[src/rtl/hazard_fwd_unit.sv]
// hazard_fwd_unit: operand forwarding, load-use and multi-cycle scoreboard stall control
module hazard_fwd_unit #(
  parameter int AW     = 5,
  parameter int MD_LAT = 4,
  parameter int CW     = 16
) (
  input  logic          clk,
  input  logic          rst_n,
  input  logic [AW-1:0] id_rs,
  input  logic [AW-1:0] id_rt,
  input  logic          id_use_rs,
  input  logic          id_use_rt,
  input  logic          id_md_start,
  input  logic [AW-1:0] id_md_dst,
  input  logic          ex_regwr,
  input  logic          mem_regwr,
  input  logic          wb_regwr,
  input  logic [AW-1:0] ex_reg,
  input  logic [AW-1:0] mem_reg,
  input  logic [AW-1:0] wb_reg,
  input  logic          ex_memrd,
  input  logic          flush_id,
  output logic [1:0]    fwd_a,
  output logic [1:0]    fwd_b,
  output logic          stall,
  output logic          bubble,
  output logic          md_busy,
  output logic          md_done,
  output logic [CW-1:0] stall_cnt
);
  localparam int NW = $clog2(MD_LAT);
  typedef enum logic {IDLE, BUSY} state_t;
  state_t state, state_nx;
  logic [NW-1:0] cnt, cnt_nx;
  logic [AW-1:0] md_dst, md_dst_nx;
  logic ex_ok, mem_ok, wb_ok, lu, sb, start;
  assign ex_ok  = ex_regwr & |ex_reg;
  assign mem_ok = mem_regwr & |mem_reg;
  assign wb_ok  = wb_regwr & |wb_reg;
  assign fwd_a = (ex_ok && ex_reg == id_rs) ? 2'b01 :
                 (mem_ok && mem_reg == id_rs) ? 2'b10 :
                 (wb_ok && wb_reg == id_rs) ? 2'b11 : 2'b00;
  assign fwd_b = (ex_ok && ex_reg == id_rt) ? 2'b01 :
                 (mem_ok && mem_reg == id_rt) ? 2'b10 :
                 (wb_ok && wb_reg == id_rt) ? 2'b11 : 2'b00;
  assign lu = ex_memrd & ex_ok & ((id_use_rs & (ex_reg == id_rs)) | (id_use_rt & (ex_reg == id_rt)));
  assign md_busy = state == BUSY;
  assign md_done = md_busy & (cnt == '0);
  // on the done cycle the result is taken from WB, so readers proceed
  assign sb = md_busy & ~md_done & ((id_use_rs & |md_dst & (id_rs == md_dst)) |
                                    (id_use_rt & |md_dst & (id_rt == md_dst)) | id_md_start);
  assign stall  = (lu | sb) & ~flush_id;
  assign bubble = stall;
  assign start  = id_md_start & ~stall & ~flush_id & (~md_busy | md_done);
  always_comb begin
    state_nx  = start ? BUSY : md_done ? IDLE : state;
    cnt_nx    = start ? NW'(MD_LAT - 1) : (md_busy & ~md_done) ? cnt - NW'(1) : cnt;
    md_dst_nx = start ? id_md_dst : md_dst;
  end
  always_ff @(posedge clk or negedge rst_n) begin
    if (!rst_n) begin
      state     <= IDLE;
      cnt       <= '0;
      md_dst    <= '0;
      stall_cnt <= '0;
    end else begin
      state  <= state_nx;
      cnt    <= cnt_nx;
      md_dst <= md_dst_nx;
      if (stall && !(&stall_cnt)) stall_cnt <= stall_cnt + CW'(1);
    end
  end
endmodule

[config.mk]
export PLATFORM = sky130hd
export DESIGN_NAME = hazard_fwd_unit
export DESIGN_NICKNAME = d
export VERILOG_FILES = /design/src/rtl/hazard_fwd_unit.sv
export SDC_FILE = /design/constraint.sdc
export NUM_CORES = 1
export LEC_CHECK = 0
export ABC_AREA = 1
export ABC_CLOCK_PERIOD_IN_PS = 2450
export CORE_AREA = 3 3 89 91
export DETAILED_ROUTE_END_ITERATION = 6
export DIE_AREA = 0 0 92 94
export SLEW_MARGIN = 15
export SYNTH_ARGS = -nofsm -noshare
export SYNTH_HDL_FRONTEND = slang
export SYNTH_SLANG_ARGS = --single-unit
export TNS_END_PERCENT = 5
[constraint.sdc]
create_clock -name clk -period 2.45 [get_ports clk]
set_clock_uncertainty 0.1 [all_clocks]
set_input_delay 0.49 -clock clk [delete_from_list [all_inputs] [get_ports clk]]
set_output_delay 0.49 -clock clk [all_outputs]
set_load 0.05 [all_outputs]
==> results by group, run 1 <==
Run status
  – Status: completed

Pwr
  – Sw frac: between 40% and 50%
  – Pint: 0.9495 mW
  – Clk pwr share: a little over an eighth
  – Combinational Power Share: ~53%
  – Pleak: approximately 1.6 nW
  – Power Total: 1.691 mW
  – PD cells: between 500 and 600 nW/um2
  – Switching pwr: about 0.74 mW
  – Sequential Power Share: approximately a third
  – VDD IR max: 0.0003372 V

STA
  – Slew headroom: 66.32%
  – RSZ-0062 raised after global routing: no
  – Final Hold Violating Endpoints: 0
  – Setup WS post-layout: 101.4 ps
  – Fmax: ~430 MHz
  – Tmin final: 2349 ps
  – Fin crit share: 95.86%
  – Slew Limit Fails: 0
  – Final Setup Violations: 0
  – Slew @ Worst Pin: slightly above 500 ps

CTS
  – Num CTS Buffers: 3
  – Clock Latency Late Sink: around 260 ps
  – CTS root buf: clkbuf_8
  – Clk pin slew, worst setup/hold paths: 80 ps
  – CTS Sinks: 24
  – H-tree Lvls: 1
  – CTS tree: done
  – CTS Buffer Depth: 2

Detailed routing
  – Final WL: roughly 5900 um
  – Vias post-DR: between 2000 and 2500
  – Vias per cell: about 4.4
  – Drt wl/cell: ~12 um
  – Final antenna-violating net count: 0
  – DRT Pass-1 Iters: 5
  – DR iter-0 viols: between 70 and 80
  – Post-route DRC: 0

Logic synthesis
  – Cell count after synthesis: around 320
  – Yosys cell types: 26
  – Synth Flop Type: dfrtp_1
  – Syn_nets: roughly 360
  – Syn Area/Cell: ~6.6 um2
  – Asr flop ratio synth: 100.0%
  – Syn. warnings: 0
  – Number of synthesized flops with an enable pin: 0
  – Cell Area, Synth: 2117 um2
  – Register area share after synthesis: roughly 28%
  – Yosys reg bits: 24

Cells and area
  – Nets: 450
  – Synth-to-Final Area Change: 49.29%
  – ANT cells: 0
  – Post-route insts no fill: just over 500
  – Share of cells above drive strength 1: approximately 18%

Floorplan
  – DIE HEIGHT: between 90 and 100 um
  – # IOs: 64
  – Die width: between 90 and 100 um
  – Die ar.: 8648 um2
  – CORE AREA: ~7200 um2
  – FP Rows: 31
  – Initial core utilization: 29.34%

Placement
  – Port Buf Inserts: 63
  – Placer Congestion: 0.7879
  – Detail Placement HPWL: between 4000 and 5000 um
  – Dpl cells: about 500
  – Place WS: -371.3 ps

Worst setup path
  – CP max-delay cell: dlygate4sd2_1
  – Worst-path cell chain: dlygate4sd2_1, xor2_1, nor2_1, nand4_1, nand2_1, nand2_2, a21oi_2, buf_6, buf_12
  – CP top delay family: buffers and inverters
  – Reg2Reg Setup Slack: 340 ps
  – Crit Path Max Fanout: 3
  – Critical path arrival: about 1800 ps
  – CP endpoint kind: output pin
  – Critical path launch point type: primary input
  – Req. time, crit path: around 1900 ps
  – Critical path class: in2out
  – CP max stage delay: 270 ps
  – CP bufs+invs: 3

GRT
  – Total grt overflow: 0
  – Global-route wire length before repair: 10220 um
  – GRT Util Overall: roughly 14%
  – Antenna violations before repair: 0
  – Pin count of the biggest net entering global routing: 25
  – Vias in the first global route: 2264

Run
  – Max-Cap Viols: 0

Worst hold path
  – Min-Delay Path Class: reg2reg
[cell usage in the layout, fill, tap and decap left out, drive strengths merged, types with 2 or more instances in the layout]
| cell | count |
|---|---|
| clkdlybuf4s50 | 29 |
| a21oi | 5 |
| clkdlybuf4s15 | 5 |
| nor2 | 25 |
| nand3 | 15 |
| xnor2 | 14 |
| nor3 | 10 |
| dlygate4sd2 | 14 |
| dfrtp | 24 |
| buf | 35 |
| ha | 2 |
| clkbuf | 10 |
| o21ai | 7 |
| nand2 | 114 |
| nand4 | 22 |
| nor4 | 2 |
| xor2 | 25 |
| inv | 44 |
[per-layer routing]
layer | global-route usage, % | wire length [um]
met5 | 0 | 0
met4 | 3.465 | 77
met3 | 2.003 | 270
met2 | 26.16 | 2897
met1 | 17.72 | 2689
[logic make-up after synthesis]
family	Yosys count	share of synthesized area (%)
simple gates	189	40.19
flops	24	28.37
fa+ha+maj	2	1.182
xor+xnor	39	16.13
buf+inv	55	10.87
compound gates	13	3.250
[cells in the mapped netlist, types with 3 or more instances]
cell     count  share of area (%)
o21ai_1      3               0.71
nor2_1      23                4.1
a21oi_1      5                1.2
xor2_1      25                 10
xnor2_1     14                5.8
buf_2        7                1.7
inv_1       41                7.3
dfrtp_1     24                 28
o21ai_0      4               0.95
nand3_1     13                3.1
inv_2        3               0.53
nand2_1    111                 20
nor3_1       9                2.1
nand4_1     22                6.5
[through the flow]
step	instance area [um2]	TNS [ps]	hold WS (ps)	util, %
floorplan	2121	-332.7	94.41	-
global placement	3089	-3514	366.5	42.82
detailed placement	3089	-3760	376.8	42.82
CTS	3149	0	397.3	43.65
global route	3161	0	450.3	43.81
finish	3161	0	391.8	43.81
[layout make-up]
cell class | count | area, um2
fill | 777 | 4054
multi-input combinational | 243 | 1361
timing repair buffer | 91 | 864.6
sequential | 24 | 600.6
inverter | 45 | 168.9
tap | 99 | 123.9
clock buffer | 3 | 41.29
[path summary, 6_finish.rpt]
check	start	to	cells after the start
worst max-delay path	ex_reg[3]	stall	9
worst min-delay path	cnt[0]	cnt[0]	2
worst max register to register	stall_cnt[0]	stall_cnt[8]	9
worst min register to register	cnt[0]	cnt[0]	2
max in group asynchronous	rst_n	stall_cnt[3]	2
min in group asynchronous	rst_n	stall_cnt[14]	2
[timing repair]
item / CTS / global route
hold buffers: 0 / 0
endpoints found under the hold margin: 0 / 0
gates resized for setup: 50 / 20
pin swaps: 15 / 6
setup buffers: 0 / 1
gates cloned: 0 / 0
setup endpoints to repair: 6 / 7
[power groups by stage]
| stage | Clock, mW | Combinational, mW | Sequential, mW |
|---|---|---|---|
| after floorplan | 0 | 0.450 | 0.668 |
| after global placement | 0 | 0.893 | 0.569 |
| after detailed placement | 0 | 0.906 | 0.569 |
| after CTS | 0.243 | 0.903 | 0.563 |
| after global routing | 0.260 | 1.00 | 0.576 |
| final | 0.228 | 0.902 | 0.561 |
[worst min-delay path, delay by kind of cell (launching register included)]
family | cells | cell delay, ps
DFF | 1 | 350
and+or+nand+nor | 2 | 110
[state kept, by name (all words and copies together), names as in the netlist]
name and cells:
stall_cnt 16, md_dst 5, cnt 2, md_busy 1
Power figures use the tool's default switching activity.
==> inputs of run 2 (changes only) <==
--- a/config.mk
+++ b/config.mk
@@ -10,6 +10,7 @@
 export CORE_AREA = 3 3 89 91
 export DETAILED_ROUTE_END_ITERATION = 6
 export DIE_AREA = 0 0 92 94
+export GPL_ROUTABILITY_DRIVEN = 0
 export SLEW_MARGIN = 15
 export SYNTH_ARGS = -nofsm -noshare
 export SYNTH_HDL_FRONTEND = slang
==> results of run 2 <==
No change in the layout: final DEF, timing and power equal those of run 1.
